<file path="config.mk">
export PLATFORM = sky130hd
export DESIGN_NAME = load_store_queue
export DESIGN_NICKNAME = d
export VERILOG_FILES = /design/src/rtl/load_store_queue.sv
export SDC_FILE = /design/constraint.sdc
export NUM_CORES = 2
export LEC_CHECK = 0
export CAP_MARGIN = 20
export CORE_MARGIN = 4
export CORE_UTILIZATION = 57
export CTS_CLUSTER_SIZE = 24
export DETAILED_ROUTE_END_ITERATION = 10
export GPL_TIMING_DRIVEN = 0
export PLACE_DENSITY_LB_ADDON = 0.25
export SYNTH_ARGS = -nofsm -noshare
export SYNTH_HDL_FRONTEND = slang
export SYNTH_SLANG_ARGS = --single-unit
</file>
<file path="constraint.sdc">
create_clock -name clk -period 9.05 [get_ports clk]
set_input_delay 0.905 -clock clk [delete_from_list [all_inputs] [get_ports clk]]
set_output_delay 0.905 -clock clk [all_outputs]
set_load 0.05 [all_outputs]
</file>
<file path="src/rtl/load_store_queue.sv">
`default_nettype none
// ============================================================================
// load_store_queue : in-order load/store queue with CDB wakeup, store commit,
//                    flush recovery and a single outstanding memory request
// Revision 1.0
// ============================================================================
module load_store_queue #(
  parameter int DEPTH_LOG = 3,
  parameter int ID_WIDTH  = 4,
  parameter int XLEN      = 32
) (
  input  logic                clk,
  input  logic                rst_in,
  input  logic                rdy_in,
  input  logic                flush,
  output logic                full,
  input  logic                issue_en,
  input  logic [2:0]          issue_op,
  input  logic [XLEN-1:0]     issue_imm,
  input  logic [ID_WIDTH-1:0] issue_tag,
  input  logic                rdy1,
  input  logic                rdy2,
  input  logic [XLEN-1:0]     v1,
  input  logic [XLEN-1:0]     v2,
  input  logic [ID_WIDTH-1:0] q1,
  input  logic [ID_WIDTH-1:0] q2,
  input  logic                cdb_en,
  input  logic [ID_WIDTH-1:0] cdb_tag,
  input  logic [XLEN-1:0]     cdb_val,
  input  logic                commit_en,
  input  logic [ID_WIDTH-1:0] commit_tag,
  output logic                mem_req,
  output logic                mem_we,
  output logic [XLEN-1:0]     mem_addr,
  output logic [XLEN-1:0]     mem_wdata,
  output logic [1:0]          mem_size,
  input  logic                mem_done,
  input  logic [XLEN-1:0]     mem_rdata,
  output logic                out_en,
  output logic [ID_WIDTH-1:0] out_tag,
  output logic [XLEN-1:0]     out_val
);

  localparam int                 DEPTH    = 1 << DEPTH_LOG;
  localparam logic [DEPTH_LOG-1:0] PTR_ONE  = DEPTH_LOG'(1);
  localparam logic [DEPTH_LOG:0] CNT_ONE  = (DEPTH_LOG+1)'(1);
  localparam logic [DEPTH_LOG:0] CNT_FULL = (DEPTH_LOG+1)'(DEPTH);
  localparam logic [0:0]         ST_IDLE  = 1'b0;
  localparam logic [0:0]         ST_WAIT  = 1'b1;

  logic [DEPTH_LOG-1:0] head_q, head_d, tail_q, tail_d;
  logic [DEPTH_LOG:0]   count_q, count_d, ccnt;
  logic [DEPTH-1:0]     valid_q, cmt_q, rdy1_q, rdy2_q;
  logic [2:0]           op_q   [DEPTH];
  logic [XLEN-1:0]      imm_q  [DEPTH];
  logic [XLEN-1:0]      v1_q   [DEPTH];
  logic [XLEN-1:0]      v2_q   [DEPTH];
  logic [ID_WIDTH-1:0]  tag_q  [DEPTH];
  logic [ID_WIDTH-1:0]  q1_q   [DEPTH];
  logic [ID_WIDTH-1:0]  q2_q   [DEPTH];

  logic [0:0]          state_q;
  logic                squash_q;
  logic                mem_req_q, mem_we_q;
  logic [XLEN-1:0]     mem_addr_q, mem_wdata_q;
  logic [1:0]          mem_size_q;
  logic [2:0]          mem_op_q;
  logic [ID_WIDTH-1:0] mem_tag_q;
  logic                out_en_q;
  logic [ID_WIDTH-1:0] out_tag_q;
  logic [XLEN-1:0]     out_val_q;

  logic            w_flush, w_alloc, w_commit, w_fire, w_retire, w_load_done, w_hstore;
  logic [2:0]      w_hop;
  logic [1:0]      w_size;
  logic [XLEN-1:0] w_ext;

  assign full        = (count_q == CNT_FULL);
  assign w_flush     = rdy_in && flush;
  assign w_alloc     = rdy_in && issue_en && !full && !flush;
  assign w_commit    = rdy_in && commit_en && !flush;
  assign w_hop       = op_q[head_q];
  assign w_hstore    = (w_hop >= 3'd5);
  assign w_fire      = rdy_in && (state_q == ST_IDLE) && !flush && valid_q[head_q] &&
                       rdy1_q[head_q] && (!w_hstore || (cmt_q[head_q] && rdy2_q[head_q]));
  // A squashed in-flight load already left the queue at flush time, so its completion retires nothing.
  assign w_retire    = rdy_in && (state_q == ST_WAIT) && mem_done && !squash_q;
  assign w_load_done = w_retire && !mem_we_q && !flush;

  always_comb begin
    case (w_hop)
      3'd0, 3'd3, 3'd5: w_size = 2'd0;
      3'd1, 3'd4, 3'd6: w_size = 2'd1;
      default:          w_size = 2'd2;
    endcase
  end

  always_comb begin
    case (mem_op_q)
      3'd0:    w_ext = {{(XLEN-8){mem_rdata[7]}}, mem_rdata[7:0]};
      3'd1:    w_ext = {{(XLEN-16){mem_rdata[15]}}, mem_rdata[15:0]};
      3'd3:    w_ext = {{(XLEN-8){1'b0}}, mem_rdata[7:0]};
      3'd4:    w_ext = {{(XLEN-16){1'b0}}, mem_rdata[15:0]};
      default: w_ext = mem_rdata;
    endcase
  end

  // Committed stores are always the oldest entries, so they sit contiguously from head.
  always_comb begin
    ccnt = '0;
    for (int i = 0; i < DEPTH; i++) begin
      if (valid_q[i] && cmt_q[i] && !(w_retire && head_q == DEPTH_LOG'(i))) begin
        ccnt = ccnt + CNT_ONE;
      end
    end
    head_d = w_retire ? head_q + PTR_ONE : head_q;
    if (w_flush) begin
      tail_d  = head_d + ccnt[DEPTH_LOG-1:0];
      count_d = ccnt;
    end else begin
      tail_d  = w_alloc ? tail_q + PTR_ONE : tail_q;
      count_d = count_q;
      if (w_alloc && !w_retire) begin
        count_d = count_q + CNT_ONE;
      end else if (!w_alloc && w_retire) begin
        count_d = count_q - CNT_ONE;
      end
    end
  end

  always_ff @(posedge clk) begin
    if (rst_in) begin
      head_q      <= '0;
      tail_q      <= '0;
      count_q     <= '0;
      valid_q     <= '0;
      cmt_q       <= '0;
      state_q     <= ST_IDLE;
      squash_q    <= 1'b0;
      mem_req_q   <= 1'b0;
      mem_we_q    <= 1'b0;
      mem_addr_q  <= '0;
      mem_wdata_q <= '0;
      mem_size_q  <= '0;
      mem_op_q    <= '0;
      mem_tag_q   <= '0;
      out_en_q    <= 1'b0;
      out_tag_q   <= '0;
      out_val_q   <= '0;
    end else begin
      out_en_q <= w_load_done;
      if (w_load_done) begin
        out_tag_q <= mem_tag_q;
        out_val_q <= w_ext;
      end
      if (rdy_in) begin
        head_q  <= head_d;
        tail_q  <= tail_d;
        count_q <= count_d;
        for (int i = 0; i < DEPTH; i++) begin
          if (w_retire && head_q == DEPTH_LOG'(i)) begin
            valid_q[i] <= 1'b0;
            cmt_q[i]   <= 1'b0;
          end else if (w_flush && !cmt_q[i]) begin
            valid_q[i] <= 1'b0;
          end else if (w_commit && valid_q[i] && tag_q[i] == commit_tag) begin
            cmt_q[i] <= 1'b1;
          end
        end
        if (w_alloc) begin
          valid_q[tail_q] <= 1'b1;
          cmt_q[tail_q]   <= 1'b0;
        end
        case (state_q)
          ST_IDLE: begin
            if (w_fire) begin
              state_q     <= ST_WAIT;
              mem_req_q   <= 1'b1;
              mem_we_q    <= w_hstore;
              mem_addr_q  <= v1_q[head_q] + imm_q[head_q];
              mem_wdata_q <= v2_q[head_q];
              mem_size_q  <= w_size;
              mem_op_q    <= w_hop;
              mem_tag_q   <= tag_q[head_q];
            end
          end
          ST_WAIT: begin
            if (mem_done) begin
              state_q   <= ST_IDLE;
              mem_req_q <= 1'b0;
              squash_q  <= 1'b0;
            end else if (flush && !mem_we_q) begin
              squash_q <= 1'b1;
            end
          end
          default: state_q <= ST_IDLE;
        endcase
      end
    end
  end

  always_ff @(posedge clk) begin
    if (rdy_in) begin
      if (cdb_en) begin
        for (int i = 0; i < DEPTH; i++) begin
          if (valid_q[i] && !rdy1_q[i] && q1_q[i] == cdb_tag) begin
            rdy1_q[i] <= 1'b1;
            v1_q[i]   <= cdb_val;
          end
          if (valid_q[i] && !rdy2_q[i] && q2_q[i] == cdb_tag) begin
            rdy2_q[i] <= 1'b1;
            v2_q[i]   <= cdb_val;
          end
        end
      end
      if (w_alloc) begin
        op_q[tail_q]   <= issue_op;
        imm_q[tail_q]  <= issue_imm;
        tag_q[tail_q]  <= issue_tag;
        q1_q[tail_q]   <= q1;
        q2_q[tail_q]   <= q2;
        rdy1_q[tail_q] <= rdy1 || (cdb_en && q1 == cdb_tag);
        rdy2_q[tail_q] <= rdy2 || (cdb_en && q2 == cdb_tag);
        v1_q[tail_q]   <= rdy1 ? v1 : cdb_val;
        v2_q[tail_q]   <= rdy2 ? v2 : cdb_val;
      end
    end
  end

  assign mem_req   = mem_req_q;
  assign mem_we    = mem_we_q;
  assign mem_addr  = mem_addr_q;
  assign mem_wdata = mem_wdata_q;
  assign mem_size  = mem_size_q;
  assign out_en    = out_en_q;
  assign out_tag   = out_tag_q;
  assign out_val   = out_val_q;

endmodule
`default_nettype wire
</file>
Yosys cells after proc, flatten, opt, wreduce, memory -nomap -nowiden

Memory sizes are Yosys's and may differ from the RTL's. A register that Yosys moved wholly into a read port is not among the register bits.
Index checks and enable logic that the tools add are counted.

Bitwise operators: 4
Eq/ne operators: 44
Multiplexer cells: 207
$lt $le $gt $ge: 4
Reduce and logical (&&, ||, !) cells: 158
Add/subtract/negate cells: 13

Operator list:

| kind                | number |
|---|---|
| $mux 1              | 167 |
| $pmux 32 s4         | 1 |
| $eq 4x4->1          | 26 |
| $logic_and 1x1->1   | 103 |
| $mux 32             | 2 |
| $mux 8              | 8 |
| $mux 4              | 10 |
| $logic_not 1->1     | 39 |
| $add 32x32->32      | 1 |
| $add 4x1->4 const B | 8 |
| $mux 3              | 9 |
| $eq 3x3->1 const B  | 8 |
| $bwmux 8            | 2 |
| $bmux 1 s3          | 4 |
| $eq 3x2->1 const B  | 4 |
| $eq 3x1->1 const B  | 3 |
| $logic_not 3->1     | 3 |
| $reduce_and 3->1    | 3 |
| $and 8x8->8         | 1 |
| $lt 3x4->1 const B  | 2 |
| $not 8->8           | 1 |
| $or 8x8->8          | 1 |
| $add 3x1->3 const B | 2 |
| $reduce_or 3->1     | 2 |
| 14 further kinds    | 20 |

Bits in registers: 120
Bits of input ports: 193
Logic and storage cells: 454
Output and inout bits: 106
Memories kept: 7
Bits in writable memories: 888

Memory list:

| name            | depth | bits a word | rd ports | clocked after memory_dff | wr ports | line | text |
|---|---|---|---|---|---|---|---|
| imm_q           | 8     | 32          | 1        | 1                        | 1        | 55   | `logic [XLEN-1:0] imm_q [DEPTH];` |
| v1_q            | 8     | 32          | 1        | 1                        | 9        | 56   | `logic [XLEN-1:0] v1_q [DEPTH];` |
| v2_q            | 8     | 32          | 1        | 1                        | 9        | 57   | `logic [XLEN-1:0] v2_q [DEPTH];` |
| q1_q            | 8     | 4           | 8        | 0                        | 1        | 59   | `logic [ID_WIDTH-1:0] q1_q [DEPTH];` |
| q2_q            | 8     | 4           | 8        | 0                        | 1        | 60   | `logic [ID_WIDTH-1:0] q2_q [DEPTH];` |
| tag_q           | 8     | 4           | 9        | 1                        | 1        | 58   | `logic [ID_WIDTH-1:0] tag_q [DEPTH];` |
| 1 more memories | n/a   | n/a         | n/a      | n/a                      | n/a      | n/a  |  |

Depth between registers and ports, before layout

Word-level depth: 23
Mapped depth: 28
Gate-level depth less buffers: 24

Least setup slack after synthesis

Ideal clock, no wire load.

Path kind: reg-to-reg
Start: register head_q[0]
End: register tail_q[2]
Cell stages (with the launch flop): 29
Required time: 8.947 ns
Arrival time: 6.119 ns
Path buffers: 5
Setup slack: 2.827 ns
Setup time: 0.103 ns
Clock period less this slack: 6.223 ns
Cells stage by stage: dfxtp_1 -> clkbuf_1 -> clkbuf_1 -> clkbuf_1 -> buf_1 -> inv_1 -> ha_1 -> nand2_1 -> and3_1 -> inv_1 -> ha_1 -> buf_2 -> xnor2_4 -> inv_1 -> ha_1 -> xnor2_1 -> a211oi_1 -> nor2_1 -> inv_1 -> ha_1 -> xor2_1 -> a22oi_1 -> o31a_1 -> xor2_1 -> o21ai_1 -> fa_1 -> xor2_1 -> and3_1 -> a2111oi_2

Cells in the longest elaborated chain, start to end: 21
Elaborated cells between the ends (all ways): 51
Those cells by class: add/sub (9); eq/ne (7); mux (10); reduce/logical (25)

Ends and longest elaborated chain:

| item                     | line | text |
|---|---|---|
| start: declaration       | 51   | `logic [DEPTH_LOG-1:0] head_q, head_d, tail_q, tail_d;` |
| start signal: assignment | 133  | `head_q <= '0;` |
| start signal: assignment | 157  | `head_q <= head_d;` |
| $logic_not 3->1          | 112  | `if (valid_q[i] && cmt_q[i] && !(w_retire && head_q == DEPTH_LOG'(i))) begin` |
| $logic_and 1x1->1        | 112  |  |
| $logic_not 1->1          | 112  |  |
| $logic_and 1x1->1        | 112  |  |
| $mux 1                   | 112  |  |
| $add 4x1->4              | 113  | `ccnt = ccnt + CNT_ONE;` |
| $mux 4                   | 112  |  |
| $add 4x1->4              | 113  |  |
| [5 not listed]           | n/a  |  |
| $add 4x1->4              | 113  |  |
| $mux 4                   | 112  |  |
| $add 4x1->4              | 113  |  |
| $mux 4                   | 112  |  |
| $add 4x1->4              | 113  |  |
| $mux 4                   | 112  |  |
| $add 3x3->3 (*)          | 118  | `tail_d = head_d + ccnt[DEPTH_LOG-1:0];` |
| $mux 3 (*)               | 117  | `if (w_flush) begin` |
| end signal: assignment   | 158  | `tail_q <= tail_d;` |
| end: declaration         | 51   |  |

Every way passes the cells marked *; elsewhere a longest branch is shown, timed or not.
A chain may end at the register's enable or synchronous reset.

Final worst setup path

Ends and elaborated chain as after synthesis.

==> results.json <==
{
  "fp.dieH_um": 296.4,
  "finalCriticalPeriod_ps": 8023,
  "critPathMaxStageDelay_ps": 860,
  "final_cells": 5087,
  "p_int_mw": 8.253,
  "r2r-start": "head_q[0]",
  "io_buffers": 255,
  "min_path_type": "flop to flop",
  "min_to": "out_val[7]",
  "rr_endpoint": "tail_q[2]",
  "ctsResizeCount": 0,
  "holdPathStages": 2,
  "start_kind": "flop",
  "worst-setup-path-type": "flop to flop",
  "p_leak_nw": 18.03,
  "dpl.hpwl_mm": 107.1,
  "dp_worst_setup_slack_ps": 1176,
  "peakVddDrop_v": 0.0001512,
  "hold_violations": 0,
  "initial_utilization_pct": 57.66,
  "ys_seq_area_share_pct": 63.29,
  "tns_ps": 0,
  "pwr-share-seq_pct": 50.0,
  "synth-edff-count": 904,
  "hold_buffers": 0,
  "cp-startpoint": "head_q[0]",
  "drt_wl_total_mm": 158.7,
  "synth_flop_cell": "edfxtp_1",
  "synthTopCellsByCount": "edfxtp_1, a21oi_1, nor2_1",
  "root_buffer": "clkbuf_16",
  "fp.dieW_um": 296.4,
  "setup_viol": 0,
  "yosysWarnings": 0,
  "gr-usage-met3_pct": 12.30,
  "grt_busiest_layer": "met2",
  "yosysTopAreaCell": "edfxtp_1",
  "grt_pass1_wl_mm": 225.5,
  "place.gp.congestion": 0.9844,
  "critical_path_arrival_ps": 8600,
  "cts_buffers": 107,
  "grt_pass1_vias": 33850,
  "synth_cells": 3510,
  "track_usage_pct": 35.75,
  "period_share_pct": 88.65,
  "p_switching_mw": 2.355,
  "drive_above_1_share_pct": 13.07,
  "antenna_found_initial": 12,
  "r2r_slack_ps": 1030,
  "dp.cells": 4868,
  "fin_nets": 4161,
  "ios": 299,
  "ys_types": 75,
  "drv_slew": 0,
  "skew_ps": 39.81,
  "synth_area_sq_um": 47420,
  "cap_violations": 0,
  "routed_via_density": 6.791,
  "core_sq_um": 82240,
  "cp.required_ps": 9620,
  "clkLatencyLatePin_ps": 690,
  "r2r.worst_path.cells": 28,
  "overflow": 0,
  "crit_path_top_delay_cell": "buf_1",
  "num_vias": 34540,
  "cts_max_path_buffers": 3,
  "wl_per_cell_um": 31.20,
  "ant_nets": 0,
  "drt_iter0_markers": 5897,
  "drc": 0,
  "cts.clk_slew.worst_paths_ps": 60,
  "worstPathMaxFanout": 10,
  "synth_most_common_cell": "edfxtp_1",
  "comb_power_share_pct": 5.9,
  "cts.sinks": 1047,
  "worstMarginPinSlew_ps": 1260,
  "syn_nets": 3755,
  "ys_seq_elements": 1047,
  "clkPwrFrac_pct": 44.0,
  "setup_slack_ps": 1027,
  "post_cts_buffers": 0,
  "switching_share_pct": 22.20,
  "status": "completed",
  "timing.fmax_mhz": 124.6,
  "use_met2_pct": 54.60,
  "synthToLayoutAreaGrowth_pct": 17.79,
  "finalCoreUtilization_pct": 67.91,
  "htree_levels": 3,
  "min-delay-start": "out_val[7]",
  "slew_headroom_pct": 16.02,
  "endpoint_kind": "flop",
  "cts_tree": "built",
  "die_area_sq_um": 87860,
  "grt_use_met1_pct": 45.37,
  "avgSynthCellArea_sq_um": 13.51,
  "synth_top_area_share_pct": 57.25,
  "grt_max_degree": 34,
  "async_reset_ff_share_pct": 0,
  "p_per_area_nw_per_um2": 189.9,
  "power.total_mw": 10.61,
  "rows": 105,
  "first_pass_iters": 6,
  "rsz0062_at_grt": "false",
  "synthTopCellsByArea": "edfxtp_1, mux4_2, a21oi_1"
}
-- stage by stage --
stage | area, sq um | hold slack, ps
3_3_place_gp | 51310 | 441.3
5_1_grt | 55840 | 474.7
2_1_floorplan | 47420 | 432.3
3_5_place_dp | 52030 | 447.7
6_report | 55850 | 452.2
4_1_cts | 55700 | 456.0
-- final cells by class --
type	count	area, sq um
fill	5691	26390
clock inverter	57	719.4
antenna	9	22.52
buffer	259	1021
clock buffer	144	2950
inverter	37	138.9
multi-input combinational	2167	16310
sequential	1047	30010
timing repair buffer	297	3337
tap	1070	1339
-- how the worst max path moves through the flow --
stage | to | slack (ps) | cells after the start
floorplan | tail_q[2] | 2830 | 28
global placement | v2_q[4][27] | 540 | 9
detailed placement | tail_q[2] | 1180 | 28
CTS | tail_q[2] | 1130 | 28
global route | tail_q[2] | 480 | 28
finish | tail_q[2] | 1030 | 28
-- critical path: cells and delay by family (launching register included) --
family          cells  cell delay [ps]
flops               1              460
fa+ha+maj           5             1620
xor+xnor            5              910
compound gates      5             1120
simple gates        4              660
buf+inv             9             3100
-- state kept, by name, summed over array words and instances, names as in the netlist, 24 cells and up, named ones only --
signal	cells
mem_wdata	32
v2_q	256
mem_addr	32
v1_q	256
imm_q	256
op_q	24
q2_q	32
tag_q	32
q1_q	32
out_val	32
-- cells by family (layout without fill, tap and decap cells) --
group	count (synthesis)	count (layout)	share of synthesized area (%)
AO/OA/AOI/OAI	805	805	9.560
XOR/XNOR	150	150	2.887
adder cells (fa/ha/maj)	52	52	1.420
buffers and inverters	296	794	2.388
flip-flops	1047	1047	63.29
multiplexers	362	362	13.30
other	0	9	0
AND/OR/NAND/NOR	798	798	7.156
-- placed cells by master (no fill, tap or decap), drive strengths merged, types with 6 or more instances in the layout --
cell | Yosys | routed
clkbuf | 216 | 360
diode | 0 | 9
nand2 | 216 | 216
a311oi | 36 | 36
buf | 43 | 85
a21o | 19 | 19
bufinv | 0 | 16
nor4 | 28 | 28
a31oi | 18 | 18
xnor2 | 90 | 90
nor3b | 10 | 10
edfxtp | 904 | 904
or3 | 6 | 6
dfxtp | 143 | 143
a21oi | 598 | 598
xor2 | 58 | 58
inv | 37 | 40
o21ai | 44 | 44
nor2b | 9 | 9
ha | 49 | 49
mux2i | 92 | 92
o21a | 7 | 7
nand2b | 8 | 8
clkinv | 0 | 33
nor2 | 402 | 402
and3 | 9 | 9
a211oi | 21 | 21
o211ai | 14 | 14
mux4 | 208 | 208
clkdlybuf4s50 | 0 | 255
a2111oi | 7 | 7
mux2 | 62 | 62
nor3 | 33 | 33
nand3 | 52 | 52
-- power groups by stage --
stage	logic (mW)	clock network (mW)	registers, mW
after floorplan	0.335	0	5.41
after global placement	0.582	0	5.41
after detailed placement	0.602	0	5.41
after CTS	0.609	4.64	5.31
after global routing	0.667	4.86	5.31
final	0.631	4.67	5.31
-- routing by layer --
layer / routed length [um] / share of wire [%] / vias up
met5: 63 / 0.040 / -
met4: 10600 / 6.7 / 10
met3: 23930 / 15 / 674
met2: 70900 / 45 / 2987
met1: 53210 / 34 / 16650
li1: - / - / 14220
Power figures use the tool's default switching activity.
